--- config.mk ---
export PLATFORM = sky130hd
export DESIGN_NAME = pipeline_stall_ctrl
export DESIGN_NICKNAME = d
export VERILOG_FILES = /design/src/rtl/mips_pkg.sv /design/src/rtl/sat_counter.sv /design/src/rtl/pipeline_stall_ctrl.sv
export SDC_FILE = /design/constraint.sdc
export NUM_CORES = 1
export LEC_CHECK = 0
export CORE_MARGIN = 3
export CORE_UTILIZATION = 44
export DETAILED_ROUTE_END_ITERATION = 12
export PLACE_DENSITY = 0.76
export REMOVE_ABC_BUFFERS = 1
export SETUP_SLACK_MARGIN = 0.3
export SYNTH_ARGS = -nofsm -noshare
export SYNTH_HDL_FRONTEND = slang
export SYNTH_SLANG_ARGS = --single-unit
--- constraint.sdc ---
create_clock -name clk -period 4.37 [get_ports clk]
set_input_delay 0.6555 -clock clk [delete_from_list [all_inputs] [get_ports clk]]
set_output_delay 0.6555 -clock clk [all_outputs]
set_load 0.02 [all_outputs]
--- src/rtl/mips_pkg.sv ---
// Shared MIPS pipeline definitions: sequencer states, primary opcodes and ALUOp
// encodings used by the decoder, the stall controller and the bench.
package mips_pkg;

  typedef enum logic [0:0] {
    RUN      = 1'b0,
    MEM_WAIT = 1'b1
  } state_t;

  localparam logic [5:0] OP_RTYPE = 6'b000000;
  localparam logic [5:0] OP_LW    = 6'b100011;
  localparam logic [5:0] OP_SW    = 6'b101011;
  localparam logic [5:0] OP_BEQ   = 6'b000100;
  localparam logic [5:0] OP_ORI   = 6'b001101;

  localparam logic [1:0] ALUOP_ADD   = 2'b00;
  localparam logic [1:0] ALUOP_SUB   = 2'b01;
  localparam logic [1:0] ALUOP_RTYPE = 2'b10;
  localparam logic [1:0] ALUOP_OR    = 2'b11;

endpackage

--- src/rtl/sat_counter.sv ---
// Up-counter that sticks at all-ones; clr wins over inc.
module sat_counter #(
  parameter int W = 16
) (
  input  logic         clk,
  input  logic         rst,
  input  logic         inc,
  input  logic         clr,
  output logic [W-1:0] count
);

  // count register with saturation at all-ones
  always_ff @(posedge clk or posedge rst) begin
    if (rst) begin
      count <= {W{1'b0}};
    end else if (clr) begin
      count <= {W{1'b0}};
    end else if (inc && (count != {W{1'b1}})) begin
      count <= count + {{(W-1){1'b0}}, 1'b1};
    end else begin
      count <= count;
    end
  end

endmodule

--- src/rtl/pipeline_stall_ctrl.sv ---
// Stall/flush sequencer for the 5-stage pipeline: load-use interlock, MEM-stage
// branch flush, variable-latency data-memory handshake with watchdog, perf counters.
import mips_pkg::*;

module pipeline_stall_ctrl #(
  parameter int MEM_TIMEOUT = 64,
  parameter int CNT_W       = 16
) (
  input  logic             clk,
  input  logic             rst,
  input  logic [4:0]       id_rs,
  input  logic [4:0]       id_rt,
  input  logic             id_uses_rt,
  input  logic             ex_mem_read,
  input  logic [4:0]       ex_rt,
  input  logic             mem_access,
  input  logic             mem_branch_taken,
  input  logic             dmem_ready,
  output logic             dmem_req,
  output logic             pc_en,
  output logic             ifid_en,
  output logic             idex_en,
  output logic             exmem_en,
  output logic             ifid_flush,
  output logic             idex_flush,
  output logic             exmem_flush,
  output logic             memwb_flush,
  output logic             mem_err,
  output logic [CNT_W-1:0] stall_cycles,
  output logic [CNT_W-1:0] flush_count
);

  // Counter only needs to reach MEM_TIMEOUT-1.
  localparam int TO_W = (MEM_TIMEOUT > 1) ? $clog2(MEM_TIMEOUT) : 1;
  localparam bit WD_EN = (MEM_TIMEOUT > 0);
  localparam logic [TO_W-1:0] TO_LAST = WD_EN ? TO_W'(MEM_TIMEOUT - 1) : {TO_W{1'b0}};

  state_t          state_r, state_nxt_s;
  logic [TO_W-1:0] to_cnt_r;
  logic            timeout_hit_s, mem_hold_s, load_use_s, wd_fire_s;
  logic            stall_inc_s, flush_inc_s;

  // hazard detection, hold condition and next state
  always_comb begin
    load_use_s    = ex_mem_read && (ex_rt != 5'd0) &&
                    ((ex_rt == id_rs) || (id_uses_rt && (ex_rt == id_rt)));
    timeout_hit_s = 1'b0;
    mem_hold_s    = 1'b0;
    wd_fire_s     = 1'b0;
    state_nxt_s   = state_r;
    case (state_r)
      RUN: begin
        mem_hold_s = mem_access && !dmem_ready;
        if (mem_access && !dmem_ready) begin
          state_nxt_s = MEM_WAIT;
        end else begin
          state_nxt_s = RUN;
        end
      end
      MEM_WAIT: begin
        timeout_hit_s = WD_EN && (to_cnt_r == TO_LAST);
        mem_hold_s    = !dmem_ready && !timeout_hit_s;
        wd_fire_s     = !dmem_ready && timeout_hit_s;
        if (dmem_ready || timeout_hit_s) begin
          state_nxt_s = RUN;
        end else begin
          state_nxt_s = MEM_WAIT;
        end
      end
      default: begin
        state_nxt_s = RUN;
      end
    endcase
  end

  // Mealy enables/flushes in priority order: memory hold, branch, load-use
  always_comb begin
    dmem_req    = (state_r == MEM_WAIT) || mem_access;
    pc_en       = 1'b1;
    ifid_en     = 1'b1;
    idex_en     = 1'b1;
    exmem_en    = 1'b1;
    ifid_flush  = 1'b0;
    idex_flush  = 1'b0;
    exmem_flush = 1'b0;
    memwb_flush = 1'b0;
    stall_inc_s = 1'b0;
    flush_inc_s = 1'b0;
    if (mem_hold_s) begin
      pc_en       = 1'b0;
      ifid_en     = 1'b0;
      idex_en     = 1'b0;
      exmem_en    = 1'b0;
      memwb_flush = 1'b1;
      stall_inc_s = 1'b1;
    end else if (mem_branch_taken) begin
      ifid_flush  = 1'b1;
      idex_flush  = 1'b1;
      exmem_flush = 1'b1;
      flush_inc_s = 1'b1;
    end else if (load_use_s) begin
      pc_en       = 1'b0;
      ifid_en     = 1'b0;
      idex_flush  = 1'b1;
      stall_inc_s = 1'b1;
    end else begin
      stall_inc_s = 1'b0;
      flush_inc_s = 1'b0;
    end
  end

  // state register
  always_ff @(posedge clk or posedge rst) begin
    if (rst) begin
      state_r <= RUN;
    end else begin
      state_r <= state_nxt_s;
    end
  end

  // watchdog: cleared while running, counts each unanswered wait cycle
  always_ff @(posedge clk or posedge rst) begin
    if (rst) begin
      to_cnt_r <= {TO_W{1'b0}};
    end else if (state_r == RUN) begin
      to_cnt_r <= {TO_W{1'b0}};
    end else if (!dmem_ready && !timeout_hit_s) begin
      to_cnt_r <= to_cnt_r + {{(TO_W-1){1'b0}}, 1'b1};
    end else begin
      to_cnt_r <= to_cnt_r;
    end
  end

  // sticky timeout flag, only reset clears it
  always_ff @(posedge clk or posedge rst) begin
    if (rst) begin
      mem_err <= 1'b0;
    end else if (wd_fire_s) begin
      mem_err <= 1'b1;
    end else begin
      mem_err <= mem_err;
    end
  end

  sat_counter #(.W(CNT_W)) u_stall_cnt (
    .clk   (clk),
    .rst   (rst),
    .inc   (stall_inc_s),
    .clr   (1'b0),
    .count (stall_cycles)
  );

  sat_counter #(.W(CNT_W)) u_flush_cnt (
    .clk   (clk),
    .rst   (rst),
    .inc   (flush_inc_s),
    .clr   (1'b0),
    .count (flush_count)
  );

endmodule

==> impl_metrics.ini, run 1 <==
[outcome]
status = finished clean

[detailed_routing]
dr_total_vias = 1665
routedWlPerCell_um = 14.0
viasPerCell = 5.30
drcViolationCount = 0
drtAntennaViolNets = 0
firstDrtPassIters = 4
drt_iter0_drc = 52
routed_wl_um = 4380

[floorplanning]
die_w_um = 74.6
die_area_sq_um = 5570
fp.dieH_um = 74.6
initial_core_util_pct = 46.6
core-area_sq_um = 4440
core.rowCount = 24
num_io_pins = 64

[setup_path]
rrSetupSlack_ns = 1.89
crit_fanout = 3
path_cells = clkdlybuf4s50_1 -> or4_2 -> o21ai_0 -> o31a_2 -> clkdlybuf4s50_1
crit_start = ex_rt[1]
worstPathArrival_ns = 2.89
cp_common_cell = clkdlybuf4s50_1
cp-end-kind = output pin
r2r_cells = 7
reg2reg_to = u_stall_cnt.count[12]
required_ns = 3.71
crit_end = pc_en
slowest_delay_ns = 0.67
path_class = input pin to output pin
startpoint_type = input pin
slowest_stage = or4_2
r2r_start = to_cnt_r[0]

[timing]
setup_viol = 0
grt_setup_unrepaired = false
fin_crit_ns = 3.54
max_freq_mhz = 282
fin_tns_setup_ns = 0
timing.slew.headroom_pct = 33.1
whs_ns = 0.488
tightest_slew_ns = 0.999
timing.final.crit_share_pct = 81.1
finalClockSkew_ns = 0.0120
final_hold_viol_count = 0
finalMaxSlewViolations = 0

[global_routing]
overflow = 0
antenna_found_initial = 0
grt_pass1_vias = 1646
grt_pass1_wl_um = 7370
track_usage_pct = 16.9
grt_max_degree = 41

[final_layout]
n_antenna_cell = 0
drive_above_1_share_pct = 8.40
syn_to_final_growth_pct = 38.5
postLayoutCellArea_sq_um = 2870
nets = 286

[power]
p_total_mw = 1.23
power_per_cell_area_nw_per_um2 = 429
p_leak_nw = 1.26
ir_drop_v = 0.000339

[cts]
path_clk_slew_ns = 0.08
cts_sinks = 40
post_cts_buffers = 0
cts_max_level = 2
cts_buffer_depth = 2
tritoncts = built
clk_latency_ns = 0.29
cts_resized = 0
cts_root_buf = clkbuf_8
hold_buffers = 0
cts_made_buffers = 5

[yosys]
syn_inst = 194
ys_types = 37
synth_area_leaders = dfrtp_1 48%, xor2_1 12%, xnor2_1 5.5%
syn_area_per_cell_sq_um = 10.7
synth_seq_area_share_pct = 48.3
synth-seq-cells = 40
ys.flop_type = dfrtp_1
synth-async-reset-ratio_pct = 100
post-synth-top-area-cell = dfrtp_1
synth_top_area_share_pct = 48.3
yosys_warnings = 0
synth_edf_count = 0
syn_area_sq_um = 2070

[place]
port_buffers = 63
dpl_cell_area_sq_um = 2740
gp_congestion = 0.783
hpwl_um = 3290

[job]
maxCapViolCount = 0

[hold_path]
worstHoldStart = mem_err
hold_path_class = flip-flop to flip-flop
[power breakdown]
| group | switching (mW) | leakage (nW) | internal [mW] |
|---|---|---|---|
| clock | 0.128 | 0.0645 | 0.202 |
| combinational | 0.178 | 0.670 | 0.196 |
| sequential | 0.0935 | 0.521 | 0.434 |
[sequential cells by signal (all words and copies together) (netlist names)]
name and flops:
u_flush_cnt.count 16, u_stall_cnt.count 16, to_cnt_r 6, mem_err 1, state_r 1
[cell usage after synthesis, drive strengths merged (2+ instances only)]
master	number
dfrtp	40
o21ai	2
and4	3
nor4b	2
nand2	14
xor2	29
nor2	17
ha	3
xnor2	13
and3	4
and2	3
a31oi	2
inv	7
nand3	10
nand4	11
mux2	3
nor4	5
nor3	7
buf	5
[cell families (layout without fill, tap and decap cells)]
| group | Yosys count | in the layout | synth area share, % |
|---|---|---|---|
| AOI/OAI and AO/OA | 11 | 11 | 3.93 |
| xor gates and xnor gates | 42 | 42 | 17.8 |
| adders and majority gates | 3 | 3 | 1.81 |
| buffers and inverters | 12 | 80 | 3.14 |
| DFF | 40 | 40 | 48.3 |
| muxes | 4 | 4 | 2.11 |
| and+or+nand+nor | 82 | 82 | 22.9 |
[cell type report]
cell class,instances,area [sq um]
clock buffer,7,96.3
clock inverter,1,30.0
fill,378,1570
inverter,7,26.3
multi-input combinational,142,1010
sequential,40,1000
tap,52,65.1
timing repair buffer,65,646
[worst min path at each step]
| stage | end | depth (start not counted) |
|---|---|---|
| floorplan | to_cnt_r[4] | 1 |
| global route | mem_err | 2 |
| CTS | mem_err | 2 |
| global placement | mem_err | 2 |
| detailed placement | mem_err | 2 |
| finish | mem_err | 2 |
[worst max-delay path: cells and delay by family]
kind | cells | cell delay [ns]
AND/OR/NAND/NOR | 1 | 0.67
AO/OA/AOI/OAI | 2 | 0.48
buffers and inverters | 2 | 1.08
[layout by cell type, fill, tap and decap left out, types with 4 or more instances in the layout]
cell             count
dfrtp_1             40
nand2_1             14
nand3_1             10
inv_1                7
nor3_1               7
xnor2_1             13
nand4_1             11
clkbuf_8             7
clkdlybuf4s50_1     63
xor2_1              29
nor2_1              17
and3_1               4
[per-layer routing]
metal	GRT usage (%)	share of wire (%)	vias to the layer above
li1	-	-	808
met1	23.2	47	809
met2	26.4	48	41
met3	3.87	4.0	7
met4	6.13	1.2	0
met5	0	0	-
[per-stage QoR]
step	util, %	setup slack [ns]	instances
floorplan	-	1.74	189
global placement	61.7	0.865	306
detailed placement	61.7	0.806	306
CTS	64.6	0.808	314
finish	64.6	0.827	314
global route	64.6	0.718	314
Note: power is estimated with default switching activity, not from simulation.
==> inputs of run 2 (changes only) <==
CORE_UTILIZATION = 42   (was 44)
clock period = 3.25 ns   (was 4.37 ns; I/O delays follow)
==> impl_metrics.ini, run 2 (same netlist as run 1, synthesis figures left out) <==
[timing]
setup_viol = 0
fin_tns_setup_ns = 0
whs_ns = 0.489
fin_ws_ns = 0.410
timing.final.crit_share_pct = 87.4
final_hold_viol_count = 0
tightest_slew_ns = 0.989
fin_crit_ns = 2.84
timing.slew.headroom_pct = 33.8
finalClockSkew_ns = 0.00449
grt_setup_unrepaired = false
max_freq_mhz = 352
finalMaxSlewViolations = 0

[cts]
cts_made_buffers = 5
hold_buffers = 0
tritoncts = built
cts_sinks = 40
clk_latency_ns = 0.29
cts_resized = 3
post_cts_buffers = 0
cts_root_buf = clkbuf_8
cts_max_level = 2
path_clk_slew_ns = 0.07
cts_buffer_depth = 2

[place]
gp_congestion = 0.800
dpl_cell_area_sq_um = 2780
post-place-cells = 321
dpl_worst_slack_ns = 0.119
port_buffers = 63
hpwl_um = 3260

[final_layout]
n_antenna_cell = 0
nets = 288
final_common_cell = clkdlybuf4s50_1
layout_common_cells = 60 x clkdlybuf4s50_1, 40 x dfrtp_1, 29 x xor2_1
fin_cells = 328
fill_cells = 411
seq_area_sq_um = 1000
syn_to_final_growth_pct = 37.5
drive_above_1_share_pct = 8.37
postLayoutCellArea_sq_um = 2850
top_regs = u_flush_cnt.count x16, u_stall_cnt.count x16, to_cnt_r x6
multi_input_area_sq_um = 1010

[setup_path]
worstPathArrival_ns = 2.35
crit_fanout = 7
cp-end-kind = output pin
slowest_stage = clkdlybuf4s50_1
startpoint_type = flip-flop
required_ns = 2.76
path_class = flip-flop to output pin
slowest_delay_ns = 0.63
crit_buf_inv = 2
path_cells = ha_1 -> and4_1 -> a311o_1 -> inv_1 -> clkdlybuf4s50_1
crit_family = buffers and inverters

[floorplanning]
core.rowCount = 24
die_w_um = 76.2
num_io_pins = 64
initial_core_util_pct = 45.4
core-area_sq_um = 4560
die_area_sq_um = 5810
fp.dieH_um = 76.2

[detailed_routing]
routed_wl_um = 4330
drt_iter0_drc = 90
viasPerCell = 5.01
drcViolationCount = 0
dr_total_vias = 1644
firstDrtPassIters = 4
routedWlPerCell_um = 13.2
drtAntennaViolNets = 0

[global_routing]
grt_pass1_wl_um = 7570
grt_pass1_vias = 1641
antenna_found_initial = 0
track_usage_pct = 15.8
overflow = 0
grt_max_degree = 41

[power]
ir_drop_v = 0.000329
p_leak_nw = 1.24
power_per_cell_area_nw_per_um2 = 535

[hold_path]
hold_path_class = flip-flop to flip-flop

[job]
maxCapViolCount = 0

[outcome]
status = finished clean
-- run 2: metal layers --
| metal | GRT usage [%] | wire [um] | up-vias |
|---|---|---|---|
| li1 | - | - | 810 |
| met1 | 21.0 | 2040 | 784 |
| met2 | 24.7 | 2040 | 41 |
| met3 | 3.90 | 175 | 9 |
| met4 | 6.16 | 63 | 0 |
| met5 | 0 | 0 | - |
-- run 2: stage by stage --
| step | total power [mW] | util (%) |
|---|---|---|
| floorplan | 0.954 | - |
| global placement | 1.22 | 60.8 |
| detailed placement | 1.23 | 60.8 |
| CTS | 1.54 | 62.4 |
| global route | 1.61 | 62.4 |
| finish | 1.52 | 62.4 |
-- run 2: area by class of cell --
| cell class | instances | area share [%] |
|---|---|---|
| well taps | 65 | 2.85 |
| clock inverters | 1 | 0.176 |
| clock buffers | 6 | 2.55 |
| multi-input cells | 142 | 35.3 |
| flip-flops and latches | 40 | 35.1 |
| inverters | 7 | 0.922 |
| repair buffers | 67 | 23.1 |
-- run 2: worst paths after layout --
| check | from | to | slack (ns) | cells after the start |
|---|---|---|---|---|
| worst max-delay path | to_cnt_r[0] | memwb_flush | 0.41 | 5 |
| worst min-delay path | u_stall_cnt.count[15] | u_stall_cnt.count[15] | 0.49 | 1 |
| worst max register to register | to_cnt_r[0] | u_stall_cnt.count[12] | 0.82 | 7 |
| worst min register to register | u_stall_cnt.count[15] | u_stall_cnt.count[15] | 0.49 | 1 |
| max in group asynchronous | rst | u_flush_cnt.count[1] | 2.29 | 3 |
| min in group asynchronous | rst | u_stall_cnt.count[7] | 0.61 | 3 |
-- run 2: where the power goes --
part / leakage (nW) / internal (mW) / switching, mW
sequential: 0.521 / 0.583 / 0.127
clock: 0.0410 / 0.146 / 0.161
combinational: 0.682 / 0.264 / 0.243
==> inputs of run 3 (changes only) <==
CORE_UTILIZATION = 43   (was 42)
CTS_BUF_LIST = sky130_fd_sc_hd__clkbuf_4   (was not set)
PLACE_DENSITY = 0.78   (was 0.76)
==> impl_metrics.ini, run 3 (same netlist as run 1, synthesis figures left out) <==
[outcome]
status = finished clean

[cts]
hold_buffers = 0
tritoncts = built
cts_made_buffers = 5
cts_buffer_depth = 2
cts_sinks = 40
cts_root_buf = clkbuf_4
cts_max_level = 2
clk_latency_ns = 0.34
path_clk_slew_ns = 0.11

[final_layout]
top_regs = u_flush_cnt.count x16, u_stall_cnt.count x16, to_cnt_r x6
final_util_pct = 62.8
nets = 289
fin_cells = 317
drive_above_1_share_pct = 9.43
syn_to_final_growth_pct = 36.6
final_common_cell = clkdlybuf4s50_1
n_antenna_cell = 0
layout_common_cells = 57 x clkdlybuf4s50_1, 40 x dfrtp_1, 29 x xor2_1

[global_routing]
grt_max_degree = 25
overflow = 0
track_usage_pct = 17.0
grt_pass1_wl_um = 7510
antenna_found_initial = 0
grt_pass1_vias = 1611

[floorplanning]
num_io_pins = 64
fp.dieH_um = 75.4
die_area_sq_um = 5690
die_w_um = 75.4
core-area_sq_um = 4500
core.rowCount = 24
initial_core_util_pct = 46.0

[setup_path]
path_cells = clkdlybuf4s50_1 -> buf_4 -> xor2_1 -> nor4_1 -> a32oi_1 -> o31a_2 -> clkdlybuf4s15_1
r2r_start = to_cnt_r[0]
cp-end-kind = output pin
worstPathArrival_ns = 2.30
crit_start = ex_rt[2]
path_class = input pin to output pin
reg2reg_to = u_stall_cnt.count[12]
slowest_delay_ns = 0.41
slowest_stage = clkdlybuf4s50_1
r2r_cells = 7
crit_end = ifid_en
crit_buf_inv = 3
crit_fanout = 3
required_ns = 2.76
startpoint_type = input pin
rrSetupSlack_ns = 0.82
crit_cells = 7
crit_family = buffers and inverters

[detailed_routing]
firstDrtPassIters = 4
routedWlPerCell_um = 14.3
viasPerCell = 5.23
drtAntennaViolNets = 0
drt_iter0_drc = 38
routed_wl_um = 4530
dr_total_vias = 1658
drcViolationCount = 0

[power]
ir_drop_v = 0.000358
p_leak_nw = 1.28
power_per_cell_area_nw_per_um2 = 520

[place]
hpwl_um = 3450
gp_congestion = 0.785
port_buffers = 63
dpl_worst_slack_ns = 0.132
post-place-cells = 309

[timing]
fin_ws_ns = 0.459
timing.final.crit_share_pct = 85.9
fin_tns_setup_ns = 0
grt_setup_unrepaired = false
finalMaxSlewViolations = 0
timing.slew.headroom_pct = 31.5
tightest_slew_ns = 1.02
final_hold_viol_count = 0
max_freq_mhz = 358
setup_viol = 0
finalClockSkew_ns = 0.00401
fin_crit_ns = 2.79

[hold_path]
hold_path_class = flip-flop to flip-flop

[job]
maxCapViolCount = 0
[run 3: power by group]
part / internal (mW) / switching (mW) / leakage (nW) / total (mW)
logic: 0.264 / 0.242 / 0.725 / 0.506
registers: 0.583 / 0.125 / 0.521 / 0.708
clock network: 0.100 / 0.158 / 0.0338 / 0.258
total: 0.947 / 0.526 / 1.28 / 1.47
[run 3: metrics by stage]
stage / power (mW) / instance area (sq um) / hold slack [ns]
6_report: 1.47 / 2830 / 0.505
5_1_grt: 1.56 / 2830 / 0.521
4_1_cts: 1.48 / 2820 / 0.506
3_5_place_dp: 1.23 / 2770 / 0.482
3_3_place_gp: 1.22 / 2770 / 0.469
2_1_floorplan: 0.954 / 2030 / 0.463
[run 3: area by class of cell]
cell class	count	area, sq um
Clock inverter	1	3.75
Inverter	7	26.3
Clock buffer	7	52.6
Sequential cell	40	1000
Timing Repair Buffer	68	674
Fill cell	374	1670
Tap cell	52	65.1
Multi-Input combinational cell	142	1010
[run 3: worst min-delay path by stage]
stage                     startpoint               endpoint  slack [ns]  cells past startpoint
2_1_floorplan            to_cnt_r[4]            to_cnt_r[4]        0.46                      1
3_3_place_gp                 mem_err                mem_err        0.47                      2
3_5_place_dp   u_flush_cnt.count[15]  u_flush_cnt.count[15]        0.48                      1
4_1_cts         u_stall_cnt.count[8]   u_stall_cnt.count[8]        0.51                      1
5_1_grt        u_stall_cnt.count[15]  u_stall_cnt.count[15]        0.52                      1
6_report        u_stall_cnt.count[4]   u_stall_cnt.count[4]        0.50                      1
[run 3: repair_timing]
item,CTS,global route
endpoints found under the setup margin,3,6
resized for setup,3,7
pin swaps,0,2
setup buffers,0,0
gates cloned,0,0
[run 3: per-layer routing]
layer / share of wire [%] / track usage [%] / up-vias / wire length [um]
li1: - / - / 818 / -
met1: 45 / 22.3 / 791 / 2030
met2: 49 / 27.7 / 43 / 2240
met3: 4.7 / 4.75 / 6 / 211
met4: 1.2 / 4.66 / 0 / 53
met5: 0 / 0 / - / 0
